### src/rtl/agc_pkg.sv
// Shared types and default widths for the AGC flag accumulator.
package agc_pkg;

    // Default sizing for one channel instance.
    localparam int DEF_NSAMP = 8;
    localparam int DEF_LEN_W = 24;
    localparam int DEF_CNT_W = 32;
    localparam int DEF_SQ_W  = 40;

    // Largest magnitude a lane can report; its square bounds the per-lane term.
    localparam int ABS_MAX = 15;

    // Window control states.
    typedef enum logic [1:0] {
        ST_IDLE  = 2'd0,
        ST_RUN   = 2'd1,
        ST_DRAIN = 2'd2,
        ST_HOLD  = 2'd3
    } agc_state_e;

    // Clocks between the last accepted sample and the accumulators holding it
    // (S1 register, S2 register); the results are latched on the edge after.
    localparam int DRAIN_CYC = 2;

    // Bits needed for the sum of NSAMP squared magnitudes in one clock.
    function automatic int sq_lane_sum_w(input int nsamp);
        return $clog2(ABS_MAX * ABS_MAX + 1) + $clog2(nsamp);
    endfunction

endpackage

### src/rtl/agc_flag_accumulator_if.sv
// Sample-lane inputs, window control and result bus for one AGC channel.
interface agc_flag_accumulator_if
    import agc_pkg::*;
#(
    parameter int NSAMP = DEF_NSAMP,
    parameter int LEN_W = DEF_LEN_W,
    parameter int CNT_W = DEF_CNT_W,
    parameter int SQ_W  = DEF_SQ_W
);
    // Lane data from the saturators.
    logic               valid_i;
    logic [NSAMP-1:0]   gt_i;
    logic [NSAMP-1:0]   lt_i;
    logic [4*NSAMP-1:0] abs_i;

    // Window control from the register bank.
    logic [LEN_W-1:0]   len_i;
    logic               start_i;
    logic               ack_i;

    // Results back to the register bank.
    logic               busy_o;
    logic               done_o;
    logic [CNT_W-1:0]   gt_count_o;
    logic [CNT_W-1:0]   lt_count_o;
    logic [CNT_W:0]     sum_o;
    logic [CNT_W:0]     diff_o;
    logic [SQ_W-1:0]    sqsum_o;

    // Producer side: saturators plus register bank.
    modport master (
        output valid_i, gt_i, lt_i, abs_i, len_i, start_i, ack_i,
        input  busy_o, done_o, gt_count_o, lt_count_o, sum_o, diff_o, sqsum_o
    );

    // Accumulator side.
    modport slave (
        input  valid_i, gt_i, lt_i, abs_i, len_i, start_i, ack_i,
        output busy_o, done_o, gt_count_o, lt_count_o, sum_o, diff_o, sqsum_o
    );

endinterface

### src/rtl/agc_lane_reduce.sv
// Two-stage reduction of one clock of lane data: S1 registers the raw lanes,
// S2 registers the GT/LT popcounts and the sum of squared magnitudes.
module agc_lane_reduce
    import agc_pkg::*;
#(
    parameter int NSAMP = DEF_NSAMP,
    parameter int POP_W = $clog2(NSAMP + 1),
    parameter int SQL_W = sq_lane_sum_w(NSAMP)
) (
    input  logic               clk_i,
    input  logic               rst_ni,
    input  logic               i_valid,
    input  logic [NSAMP-1:0]   i_gt,
    input  logic [NSAMP-1:0]   i_lt,
    input  logic [4*NSAMP-1:0] i_abs,
    output logic               o_valid,
    output logic [POP_W-1:0]   o_gt_pop,
    output logic [POP_W-1:0]   o_lt_pop,
    output logic [SQL_W-1:0]   o_sqsum
);

    logic               r_s1_valid;
    logic [NSAMP-1:0]   r_s1_gt;
    logic [NSAMP-1:0]   r_s1_lt;
    logic [4*NSAMP-1:0] r_s1_abs;

    logic               r_s2_valid;
    logic [POP_W-1:0]   r_s2_gt_pop;
    logic [POP_W-1:0]   r_s2_lt_pop;
    logic [SQL_W-1:0]   r_s2_sqsum;

    logic [POP_W-1:0]   w_gt_pop;
    logic [POP_W-1:0]   w_lt_pop;
    logic [SQL_W-1:0]   w_sqsum;
    logic [SQL_W-1:0]   w_lane_abs;

    // S1: capture the raw lane data for this clock.
    // NOTE: sequential state uses non-blocking (<=) so every register samples
    // pre-edge values regardless of block ordering. The data registers are
    // reset as well so a reset mid-window leaves no stale lane data behind.
    always_ff @(posedge clk_i or negedge rst_ni) begin
        if (!rst_ni) begin
            r_s1_valid <= 1'b0;
            r_s1_gt    <= '0;
            r_s1_lt    <= '0;
            r_s1_abs   <= '0;
        end else begin
            r_s1_valid <= i_valid;
            r_s1_gt    <= i_gt;
            r_s1_lt    <= i_lt;
            r_s1_abs   <= i_abs;
        end
    end

    // Count flags and sum the squared magnitudes across all lanes.
    // NOTE: every output of this block is given a default first, so no path
    // leaves a value unassigned and no latch is inferred.
    always_comb begin
        w_gt_pop   = '0;
        w_lt_pop   = '0;
        w_sqsum    = '0;
        w_lane_abs = '0;
        for (int n = 0; n < NSAMP; n++) begin
            w_gt_pop   = w_gt_pop + POP_W'(r_s1_gt[n]);
            w_lt_pop   = w_lt_pop + POP_W'(r_s1_lt[n]);
            w_lane_abs = SQL_W'(r_s1_abs[4*n +: 4]);
            w_sqsum    = w_sqsum + w_lane_abs * w_lane_abs;
        end
    end

    // S2: register the per-clock reduction alongside its valid.
    always_ff @(posedge clk_i or negedge rst_ni) begin
        if (!rst_ni) begin
            r_s2_valid  <= 1'b0;
            r_s2_gt_pop <= '0;
            r_s2_lt_pop <= '0;
            r_s2_sqsum  <= '0;
        end else begin
            r_s2_valid  <= r_s1_valid;
            r_s2_gt_pop <= w_gt_pop;
            r_s2_lt_pop <= w_lt_pop;
            r_s2_sqsum  <= w_sqsum;
        end
    end

    assign o_valid  = r_s2_valid;
    assign o_gt_pop = r_s2_gt_pop;
    assign o_lt_pop = r_s2_lt_pop;
    assign o_sqsum  = r_s2_sqsum;

endmodule

### src/rtl/agc_flag_accumulator.sv
// Window-based GT/LT/square-sum accumulator for one AGC channel. A start
// opens a window of len valid clocks; after the pipeline drains, the totals
// and their sum/difference are latched and held until acknowledged.
module agc_flag_accumulator
    import agc_pkg::*;
#(
    parameter int NSAMP = DEF_NSAMP,
    parameter int LEN_W = DEF_LEN_W,
    parameter int CNT_W = DEF_CNT_W,
    parameter int SQ_W  = DEF_SQ_W
) (
    input  logic clk_i,
    input  logic rst_ni,
    agc_flag_accumulator_if.slave bus
);

    localparam int POP_W = $clog2(NSAMP + 1);
    localparam int SQL_W = sq_lane_sum_w(NSAMP);

    agc_state_e       r_state;
    logic [LEN_W-1:0] r_remaining;
    logic [1:0]       r_drain_cnt;

    logic [CNT_W-1:0] r_gt_acc;
    logic [CNT_W-1:0] r_lt_acc;
    logic [SQ_W-1:0]  r_sq_acc;

    logic             r_busy;
    logic             r_done;
    logic [CNT_W-1:0] r_gt_count;
    logic [CNT_W-1:0] r_lt_count;
    logic [CNT_W:0]   r_sum;
    logic [CNT_W:0]   r_diff;
    logic [SQ_W-1:0]  r_sqsum;

    logic             w_start_ok;
    logic             w_accept;
    logic             w_red_valid;
    logic [POP_W-1:0] w_gt_pop;
    logic [POP_W-1:0] w_lt_pop;
    logic [SQL_W-1:0] w_sqsum;

    // Lane data only enters the pipeline on valid clocks inside a window.
    assign w_start_ok = (r_state == ST_IDLE) && bus.start_i;
    assign w_accept   = (r_state == ST_RUN) && bus.valid_i;

    agc_lane_reduce #(
        .NSAMP (NSAMP),
        .POP_W (POP_W),
        .SQL_W (SQL_W)
    ) u_lane_reduce (
        .clk_i    (clk_i),
        .rst_ni   (rst_ni),
        .i_valid  (w_accept),
        .i_gt     (bus.gt_i),
        .i_lt     (bus.lt_i),
        .i_abs    (bus.abs_i),
        .o_valid  (w_red_valid),
        .o_gt_pop (w_gt_pop),
        .o_lt_pop (w_lt_pop),
        .o_sqsum  (w_sqsum)
    );

    // Window control: count accepted clocks, drain the pipeline, then latch
    // and hold results until acknowledged. Start is only honoured in IDLE,
    // and ack is only honoured in HOLD, so a combined start+ack drops start.
    always_ff @(posedge clk_i or negedge rst_ni) begin
        if (!rst_ni) begin
            r_state     <= ST_IDLE;
            r_remaining <= '0;
            r_drain_cnt <= '0;
            r_busy      <= 1'b0;
            r_done      <= 1'b0;
            r_gt_count  <= '0;
            r_lt_count  <= '0;
            r_sum       <= '0;
            r_diff      <= '0;
            r_sqsum     <= '0;
        end else begin
            case (r_state)
                ST_IDLE: begin
                    if (bus.start_i) begin
                        // A zero-length request still collects one valid clock.
                        r_remaining <= (bus.len_i == '0) ? LEN_W'(1) : bus.len_i;
                        r_busy      <= 1'b1;
                        r_state     <= ST_RUN;
                    end
                end
                ST_RUN: begin
                    if (bus.valid_i) begin
                        r_remaining <= r_remaining - LEN_W'(1);
                        if (r_remaining == LEN_W'(1)) begin
                            r_drain_cnt <= 2'(DRAIN_CYC);
                            r_state     <= ST_DRAIN;
                        end
                    end
                end
                ST_DRAIN: begin
                    if (r_drain_cnt == 2'd0) begin
                        r_gt_count <= r_gt_acc;
                        r_lt_count <= r_lt_acc;
                        r_sum      <= {1'b0, r_gt_acc} + {1'b0, r_lt_acc};
                        r_diff     <= {1'b0, r_gt_acc} - {1'b0, r_lt_acc};
                        r_sqsum    <= r_sq_acc;
                        r_busy     <= 1'b0;
                        r_done     <= 1'b1;
                        r_state    <= ST_HOLD;
                    end else begin
                        r_drain_cnt <= r_drain_cnt - 2'd1;
                    end
                end
                ST_HOLD: begin
                    if (bus.ack_i) begin
                        r_done  <= 1'b0;
                        r_state <= ST_IDLE;
                    end
                end
                default: begin
                    r_state <= ST_IDLE;
                end
            endcase
        end
    end

    // S3: clear on an accepted start, otherwise add each reduced clock.
    always_ff @(posedge clk_i or negedge rst_ni) begin
        if (!rst_ni) begin
            r_gt_acc <= '0;
            r_lt_acc <= '0;
            r_sq_acc <= '0;
        end else if (w_start_ok) begin
            r_gt_acc <= '0;
            r_lt_acc <= '0;
            r_sq_acc <= '0;
        end else if (w_red_valid) begin
            r_gt_acc <= r_gt_acc + CNT_W'(w_gt_pop);
            r_lt_acc <= r_lt_acc + CNT_W'(w_lt_pop);
            r_sq_acc <= r_sq_acc + SQ_W'(w_sqsum);
        end
    end

    assign bus.busy_o     = r_busy;
    assign bus.done_o     = r_done;
    assign bus.gt_count_o = r_gt_count;
    assign bus.lt_count_o = r_lt_count;
    assign bus.sum_o      = r_sum;
    assign bus.diff_o     = r_diff;
    assign bus.sqsum_o    = r_sqsum;

endmodule

### src/flat_wrapper.sv
// flat-port wrapper written by rule: the top's interface ports become plain ports
module agc_flag_accumulator_flat import agc_pkg::*;
#(
    parameter int NSAMP = DEF_NSAMP,
    parameter int LEN_W = DEF_LEN_W,
    parameter int CNT_W = DEF_CNT_W,
    parameter int SQ_W  = DEF_SQ_W
)
  (clk_i, rst_ni, bus_valid_i, bus_gt_i, bus_lt_i, bus_abs_i, bus_len_i, bus_start_i, bus_ack_i, bus_busy_o, bus_done_o, bus_gt_count_o, bus_lt_count_o, bus_sum_o, bus_diff_o, bus_sqsum_o);
  agc_flag_accumulator_if #(.NSAMP(NSAMP), .LEN_W(LEN_W), .CNT_W(CNT_W), .SQ_W(SQ_W)) bus_i ();
  input  logic clk_i;
  input  logic rst_ni;
  input wire logic [$bits(bus_i.valid_i)-1:0] bus_valid_i;
  input wire logic [$bits(bus_i.gt_i)-1:0] bus_gt_i;
  input wire logic [$bits(bus_i.lt_i)-1:0] bus_lt_i;
  input wire logic [$bits(bus_i.abs_i)-1:0] bus_abs_i;
  input wire logic [$bits(bus_i.len_i)-1:0] bus_len_i;
  input wire logic [$bits(bus_i.start_i)-1:0] bus_start_i;
  input wire logic [$bits(bus_i.ack_i)-1:0] bus_ack_i;
  output wire logic [$bits(bus_i.busy_o)-1:0] bus_busy_o;
  output wire logic [$bits(bus_i.done_o)-1:0] bus_done_o;
  output wire logic [$bits(bus_i.gt_count_o)-1:0] bus_gt_count_o;
  output wire logic [$bits(bus_i.lt_count_o)-1:0] bus_lt_count_o;
  output wire logic [$bits(bus_i.sum_o)-1:0] bus_sum_o;
  output wire logic [$bits(bus_i.diff_o)-1:0] bus_diff_o;
  output wire logic [$bits(bus_i.sqsum_o)-1:0] bus_sqsum_o;
  assign bus_i.valid_i = bus_valid_i;
  assign bus_i.gt_i = bus_gt_i;
  assign bus_i.lt_i = bus_lt_i;
  assign bus_i.abs_i = bus_abs_i;
  assign bus_i.len_i = bus_len_i;
  assign bus_i.start_i = bus_start_i;
  assign bus_i.ack_i = bus_ack_i;
  assign bus_busy_o = bus_i.busy_o;
  assign bus_done_o = bus_i.done_o;
  assign bus_gt_count_o = bus_i.gt_count_o;
  assign bus_lt_count_o = bus_i.lt_count_o;
  assign bus_sum_o = bus_i.sum_o;
  assign bus_diff_o = bus_i.diff_o;
  assign bus_sqsum_o = bus_i.sqsum_o;
  agc_flag_accumulator #(.NSAMP(NSAMP), .LEN_W(LEN_W), .CNT_W(CNT_W), .SQ_W(SQ_W)) u_core (.clk_i(clk_i), .rst_ni(rst_ni), .bus(bus_i));
endmodule
### config.mk
export PLATFORM = sky130hd
export DESIGN_NAME = agc_flag_accumulator_flat
export DESIGN_NICKNAME = d
export VERILOG_FILES = /design/src/rtl/agc_pkg.sv /design/src/rtl/agc_flag_accumulator_if.sv /design/src/rtl/agc_lane_reduce.sv /design/src/rtl/agc_flag_accumulator.sv /design/src/flat_wrapper.sv
export SDC_FILE = /design/constraint.sdc
export NUM_CORES = 1
export LEC_CHECK = 0
export CAP_MARGIN = 5
export CORE_MARGIN = 3
export CORE_UTILIZATION = 34
export DETAILED_ROUTE_END_ITERATION = 10
export HOLD_SLACK_MARGIN = 0.02
export SYNTH_ARGS = -nofsm -noshare
export SYNTH_HDL_FRONTEND = slang
export SYNTH_HIERARCHICAL = 1
export SYNTH_SLANG_ARGS = --single-unit
### constraint.sdc
create_clock -name clk_i -period 10.83 [get_ports clk_i]
set_input_delay 1.6245 -clock clk_i [delete_from_list [all_inputs] [get_ports clk_i]]
set_output_delay 1.6245 -clock clk_i [all_outputs]
set_load 0.02 [all_outputs]
# --- Yosys cells after proc, flatten, opt, wreduce, memory -nomap -nowiden ---
# Index checks and enable logic that the tools add are counted.
word_totals:
  reg_bits: 373
  elab_cells: 107
classes:
  addsub: 28
  n_mul: 8
  eq_ne: 10
  mux: 24
  n_reduce_logical: 16
op_table:
  columns: ["cell", "n"]
  rows:
  - ["$mux W32", 4]
  - ["$mux W40", 2]
  - ["$mux W24", 3]
  - ["$add A32 B4 Y32", 2]
  - ["$mul A4 B4 Y8", 8]
  - ["$pmux W24 S2", 1]
  - ["$add A11 B8 Y11", 4]
  - ["$add A40 B11 Y40", 1]
  - ["$add A32 B32 Y33", 1]
  - ["$sub A32 B32 Y33", 1]
  - ["$add A4 B1 Y4", 8]
  - ["$eq A24 B1 Y1 const B", 1]
  - ["$logic_not A24 Y1", 1]
  - ["$sub A24 B1 Y24 const B", 1]
  - ["$mux W2", 6]
  - ["$add A10 B8 Y11", 1]
  - ["$add A9 B8 Y10", 1]
  - ["$ne A2 B2 Y1 const B", 5]
  - ["$reduce_bool A2 Y1", 5]
  - ["$add A8 B8 Y9", 1]
  - ["$reduce_and A3 Y1", 3]
  - ["$add A3 B1 Y4", 2]
  - ["$pmux W2 S4", 1]
  - ["$add A2 B1 Y3", 2]
  - ["13 further kinds", 21]

# --- Logic depth before layout (Yosys ltp) ---
depth:
  depth_word: 8
  mapped_depth: 27
  ltp_nobuf: 27

# --- Modules after synthesis ---
# Netlist, hierarchy kept.
modules_own_cells:
  columns: ["mod", "instances", "cells_each", "area_per_inst_um2", "seq_area_each_um2"]
  rows:
  - ["agc_flag_accumulator", 1, 1954, 16878.7, 7582.3]
  - ["agc_lane_reduce", 1, 474, 5546.6, 1726.7]

# --- Worst setup path after synthesis ---
# Ideal clock, no wire load.
synth_timing:
  kind: "register -> register"
  startpoint: "reg u_core.u_lane_reduce.r_s1_abs[4]"
  endpoint: "reg u_core.u_lane_reduce.r_s2_sqsum[8] (netlist: u_core/u_lane_reduce/o_sqsum[8])"
  setup_time_ps: 69
  arrival_ps: 7609
  required_ps: 10761
  path_slack_ps: 3152
  stages_incl_launch_ff: 25
  n_path_buf: 0
  path_cell_list: "dfrtp_1 > nand2_1 > fa_1 > fa_1 > fa_1 > fa_1 > inv_1 > fa_1 > ha_1 > xor2_1 > ha_1 > fa_1 > inv_1 > fa_1 > fa_1 > inv_1 > fa_1 > inv_1 > fa_1 > inv_1 > ha_1 > nor2b_4 > o31a_1 > or4_1 > nand3_1"
synth_between:
  elab_chain_len: 8
synth_rtl:
  columns: ["item", "line_no", "text"]
  rows:
  - ["from (decl)", "agc_lane_reduce.sv:25", "logic [4*NSAMP-1:0] r_s1_abs;"]
  - ["from (signal assigned)", "agc_lane_reduce.sv:51", "r_s1_abs <= i_abs;"]
  - ["$mul A4 B4 Y8", "agc_lane_reduce.sv:67", "w_sqsum = w_sqsum + w_lane_abs * w_lane_abs;"]
  - ["$add A8 B8 Y9", "agc_lane_reduce.sv:67", null]
  - ["$add A9 B8 Y10", "agc_lane_reduce.sv:67", null]
  - ["$add A10 B8 Y11", "agc_lane_reduce.sv:67", null]
  - ["$add A11 B8 Y11 (4 in series)", "agc_lane_reduce.sv:67", null]
  - ["named net u_core.u_lane_reduce.w_sqsum[8]", "agc_lane_reduce.sv:34", "logic [SQL_W-1:0] w_sqsum;"]
  - ["to (signal assigned)", "agc_lane_reduce.sv:82", "r_s2_sqsum <= w_sqsum;"]
  - ["to (decl)", "agc_lane_reduce.sv:30", "logic [SQL_W-1:0] r_s2_sqsum;"]
# The timed path passes the listed nets, and every way through them passes these cells.
# A chain may end at the register's enable or synchronous reset.

# --- Worst setup path after layout ---
# Same ends and word-level chain as after synthesis.

==> impl.org <==
** Status
- Outcome :: completed

** Pwr
- Power spread over the standard cell area amounts to 342.5 nW/um^2.
- Overall power consumption after layout is estimated at 9.379 mW.
- VDD sags by at most 0.6769 mV.
- Leakage power total :: 12.65 nW

** Job
- The tool flagged a number of max-cap violations equal to 0.

** Clocking
- TritonCTS built the clock tree.
- TritonCTS Buffers :: 45
- Clk root buf :: sky130_fd_sc_hd__clkbuf_16
- TritonCTS sink count :: 372
- Clock-pin slew was measured on the worst setup and hold paths at 60 ps.
- Buffers inserted to repair hold after CTS numbered 0.
- Latest clock arrival within the worst-skew pair :: 570 ps
- Depth of the CTS H-tree :: 2
- After clock tree synthesis, the repair step resized 0 gates.
- The longest clock path from root to sink contains 3 buffers.
- Post CTS Setup Buffer Count :: 0

** Critical path
- Across all register-to-register paths, the minimum setup slack is 2770 ps.
- Worst path max stage delay :: 560 ps
- Worst Setup EP :: u_core/u_lane_reduce/o_sqsum[8]
- Origin of the worst setup path :: u_core/u_lane_reduce/r_s1_abs[4]
- The critical path crosses 24 cells after its start point.
- Broken down by cell family, the worst path's largest delay share belongs to adder cells.
- Data on the critical path is required at its endpoint by 11320 ps.
- Slowest CP cell :: sky130_fd_sc_hd__fa_1
- Maximum fanout count along the critical path :: 8
- The worst setup path is of the flop to flop kind.
- STA puts the critical path data arrival time at 8550 ps.
- Type of element capturing the critical path :: flop
- Together, buffers and inverters on the worst path number 5.
- The number of cells on the worst reg-to-reg path is 24.
- Ordered cell list for the critical path :: nand2_1, fa_1, fa_1, fa_1, fa_1, inv_1, fa_1, ha_1, xor2_1, ha_1, fa_1, inv_1, fa_1, fa_1, inv_1, fa_1, inv_1, fa_1, inv_1, ha_1, nor2b_4, o31a_1, or4_1, nand3_1
- Critical path's most frequent cell :: sky130_fd_sc_hd__fa_1
- Kind of launch point of the worst setup path :: flop
- R2r startpoint :: u_core/u_lane_reduce/r_s1_abs[4]
- Capture instance of the worst register-to-register path :: u_core/u_lane_reduce/o_sqsum[8]

** Cells and area
- Total area of sequential cells :: 9309 sq um
- The multi-input combinational cells in the finished layout cover a total of 11960 sq um.
- Counting the fill cells in the layout gives 6262.
- Relative to the synthesized area, the layout overhead comes to 22.12%.
- The finished layout holds 3535 standard cells, fillers aside.
- The final layout contains 2977 nets.
- In the layout the commonest cells are sky130_fd_sc_hd__nand2_1 (418), sky130_fd_sc_hd__dfrtp_1 (372), sky130_fd_sc_hd__clkdlybuf4s50_1 (247).
- The library cell used most frequently in the layout, excluding fill and tap cells, is sky130_fd_sc_hd__nand2_1.
- Number of antenna cells inserted :: 0
- Share of cells above drive strength 1 :: 4.403%

** Route
- For this block, the via count after detailed routing is 17.68k.
- The pre-antenna-repair detailed-routing pass consisted of 5 iterations.
- The final layout contains routed wiring with a total length of 61780 um.
- Number of vias per cell :: 5.001
- First-iteration detailed-routing DRC count :: 1186
- Routed Antenna Nets :: 0
- In the final routed layout, each cell accounts on average for 17.48 um.
- Post-route DRC :: 0

** Global route
- Gr ovfl total :: 0
- For this run, the total global-route usage over all layers was measured as 17.76%.
- The initial antenna violation count is 0.
- Vias in the first global route :: 18.31k
- Largest net degree at the start of global routing :: 142
- First-pass GRT wire length :: 99930 um

** Timing
- Slack of the critical path :: 2770 ps
- Setup repair after global routing left no endpoint under its margin.
- The final-report hold violation count came to 0.
- Adding up every negative setup slack in the final design gives 0 ps.
- Slew at the pin closest to its max-slew limit :: 988.0 ps
- Worst slew margin :: 32.43%
- Counting I/O delays and the setup requirement, the final critical path takes 8060 ps.
- The count of final max-slew check failures came to 0.
- Final number of setup-violating endpoints :: 0
- After layout, the worst path uses 74.42% of the clock period.
- Based on the critical path, the design can be clocked at up to 0.1241 GHz.
- Clock Skew :: 19.21 ps

** Floorplan
- The die is 262.8 um tall.
- In this run the core area contains 93 standard-cell rows.
- The floorplan step defined a core boundary enclosing 64810 sq um.
- The floorplan step set the die width to 262.8 um.
- Once the floorplan was initialized, standard cells occupied 34.60% of the core.
- Top-level port count :: 249
- The die covers 69070 sq um.

** Synth
- Cell variety after synth :: 68
- Area fraction of the dominant cell type after synthesis :: 41.51%
- Post-Synthesis Mean Instance Area :: 9.236 sq um
- Synthesis produced a netlist with a net count of 2761.
- In the post-synthesis netlist, the biggest area contributors are sky130_fd_sc_hd__dfrtp_1 (42%), sky130_fd_sc_hd__ha_1 (9.3%), sky130_fd_sc_hd__fa_1 (7.9%), sky130_fd_sc_hd__nand2_1 (7.0%), sky130_fd_sc_hd__xnor2_1 (4.4%).
- After synthesis the netlist holds a flip-flop and latch count of 372.
- The synthesized design contains 0 enable-type register cells.
- Summing the sequential cell areas from Yosys gives 41.51% of the chip area.
- Of all flip-flops after synthesis, the portion carrying an async set or reset was 100.0%.
- Counting every instance in the synthesized netlist gives 2428.
- Among all flip-flop cells after synthesis, the most frequent one is sky130_fd_sc_hd__dfrtp_1.
- Syn. warnings :: 6
- Cell area after technology mapping :: 22430 sq um
- sky130_fd_sc_hd__dfrtp_1 takes more of the synthesized area than any other cell.

** Hold path
- Hold Crit Class :: flop to flop
- Hold-critical path depth :: 0
- In this run the most critical hold path is launched from u_core/u_lane_reduce/r_s1_valid.

** Placed design
- Placed Cells incl. Taps :: 3452
- During placement, the flow inserted port buffers numbering 248.
- OpenSTA, run right after detailed placement, puts the worst setup slack at 2739 ps.
- At the end of routability-driven placement, the weighted congestion stood at 0.8824.
- Detailed placement ended at an HPWL of 46740 um.
==> flip-flops by register name (all words and copies together), names as in the netlist, 8 cells and up <==
name and flops:
u_core/r_sq_acc 40, u_core/r_remaining 24, u_core/u_lane_reduce/o_sqsum 11, u_core/u_lane_reduce/r_s1_gt 8, u_core/u_lane_reduce/r_s1_lt 8, u_core/bus.sum_o 33
u_core/r_gt_acc 32, u_core/u_lane_reduce/r_s1_abs 32, u_core/bus.gt_count_o 32, u_core/bus.diff_o 32, u_core/r_lt_acc 32, u_core/bus.sqsum_o 40
u_core/bus.lt_count_o 32
==> how the worst min path moves through the flow <==
stage / to / slack [ps]
6_report: u_core/u_lane_reduce/o_valid / 350
5_1_grt: u_core/u_lane_reduce/o_valid / 380
4_1_cts: u_core/u_lane_reduce/o_valid / 350
3_5_place_dp: u_core/u_lane_reduce/o_valid / 340
3_3_place_gp: u_core/u_lane_reduce/o_valid / 340
2_1_floorplan: u_core/u_lane_reduce/o_valid / 330
==> cells by family after synthesis <==
family	synth area share, %
multiplexers	1.054
adder cells (fa/ha/maj)	17.26
AO/OA/AOI/OAI	11.93
flip-flops	41.51
AND/OR/NAND/NOR	17.20
buffers and inverters	5.189
XOR/XNOR	5.858
==> area by class of cell <==
class / instances / area share [%]
well taps: 855 / 3.906
repair buffers: 260 / 9.458
clock buffers: 58 / 4.665
flip-flops and latches: 372 / 33.99
inverters: 216 / 2.961
multi-input cells: 1749 / 43.69
clock inverters: 25 / 1.330
==> cell usage after synthesis, types with 5 or more instances <==
library cell / count
sky130_fd_sc_hd__nand2_1: 419
sky130_fd_sc_hd__dfrtp_1: 372
sky130_fd_sc_hd__inv_1: 208
sky130_fd_sc_hd__nor2_1: 177
sky130_fd_sc_hd__o21ai_0: 173
sky130_fd_sc_hd__ha_1: 167
sky130_fd_sc_hd__a21oi_1: 146
sky130_fd_sc_hd__xnor2_1: 112
sky130_fd_sc_hd__fa_1: 89
sky130_fd_sc_hd__clkbuf_1: 79
sky130_fd_sc_hd__nor3_1: 44
sky130_fd_sc_hd__nand3_1: 43
sky130_fd_sc_hd__xor2_1: 38
sky130_fd_sc_hd__and2_1: 31
sky130_fd_sc_hd__nor2b_1: 28
sky130_fd_sc_hd__nand4_1: 22
sky130_fd_sc_hd__or3_1: 21
sky130_fd_sc_hd__mux2i_1: 18
sky130_fd_sc_hd__nor4_1: 18
sky130_fd_sc_hd__o21bai_1: 18
sky130_fd_sc_hd__a21o_1: 16
sky130_fd_sc_hd__nand2b_1: 15
sky130_fd_sc_hd__a31oi_1: 12
sky130_fd_sc_hd__and3_1: 12
sky130_fd_sc_hd__o211ai_1: 11
sky130_fd_sc_hd__o31ai_1: 11
sky130_fd_sc_hd__o21a_1: 10
sky130_fd_sc_hd__or2_2: 10
sky130_fd_sc_hd__a211oi_1: 7
sky130_fd_sc_hd__buf_1: 7
sky130_fd_sc_hd__and4_1: 6
sky130_fd_sc_hd__clkinv_1: 6
sky130_fd_sc_hd__a21boi_0: 5
sky130_fd_sc_hd__mux2_2: 5
sky130_fd_sc_hd__o22ai_1: 5
sky130_fd_sc_hd__o41ai_1: 5
==> routing by layer <==
metal / track usage, % / wire length, um / vias up
met4: 5.737 / 1890 / 0
met5: 0 / 0 / -
met2: 29.35 / 28850 / 402
li1: - / - / 8516
met1: 23.97 / 28210 / 8664
met3: 2.687 / 2823 / 97
==> through the flow <==
step | util [%] | hold slack, ps | area, sq um
6_report | 42.25 | 347.7 | 27390
2_1_floorplan | - | 331.2 | 22430
5_1_grt | 42.25 | 376.5 | 27390
4_1_cts | 42.25 | 352.2 | 27390
3_5_place_dp | 39.72 | 338.7 | 25740
3_3_place_gp | 39.72 | 339.9 | 25740
==> report_power, final <==
group	internal (mW)	switching [mW]	total, mW
logic	2.43	3.12	5.55
registers	1.85	0.323	2.17
clock network	1.03	0.627	1.66
(Power assumes the default switching activity.)
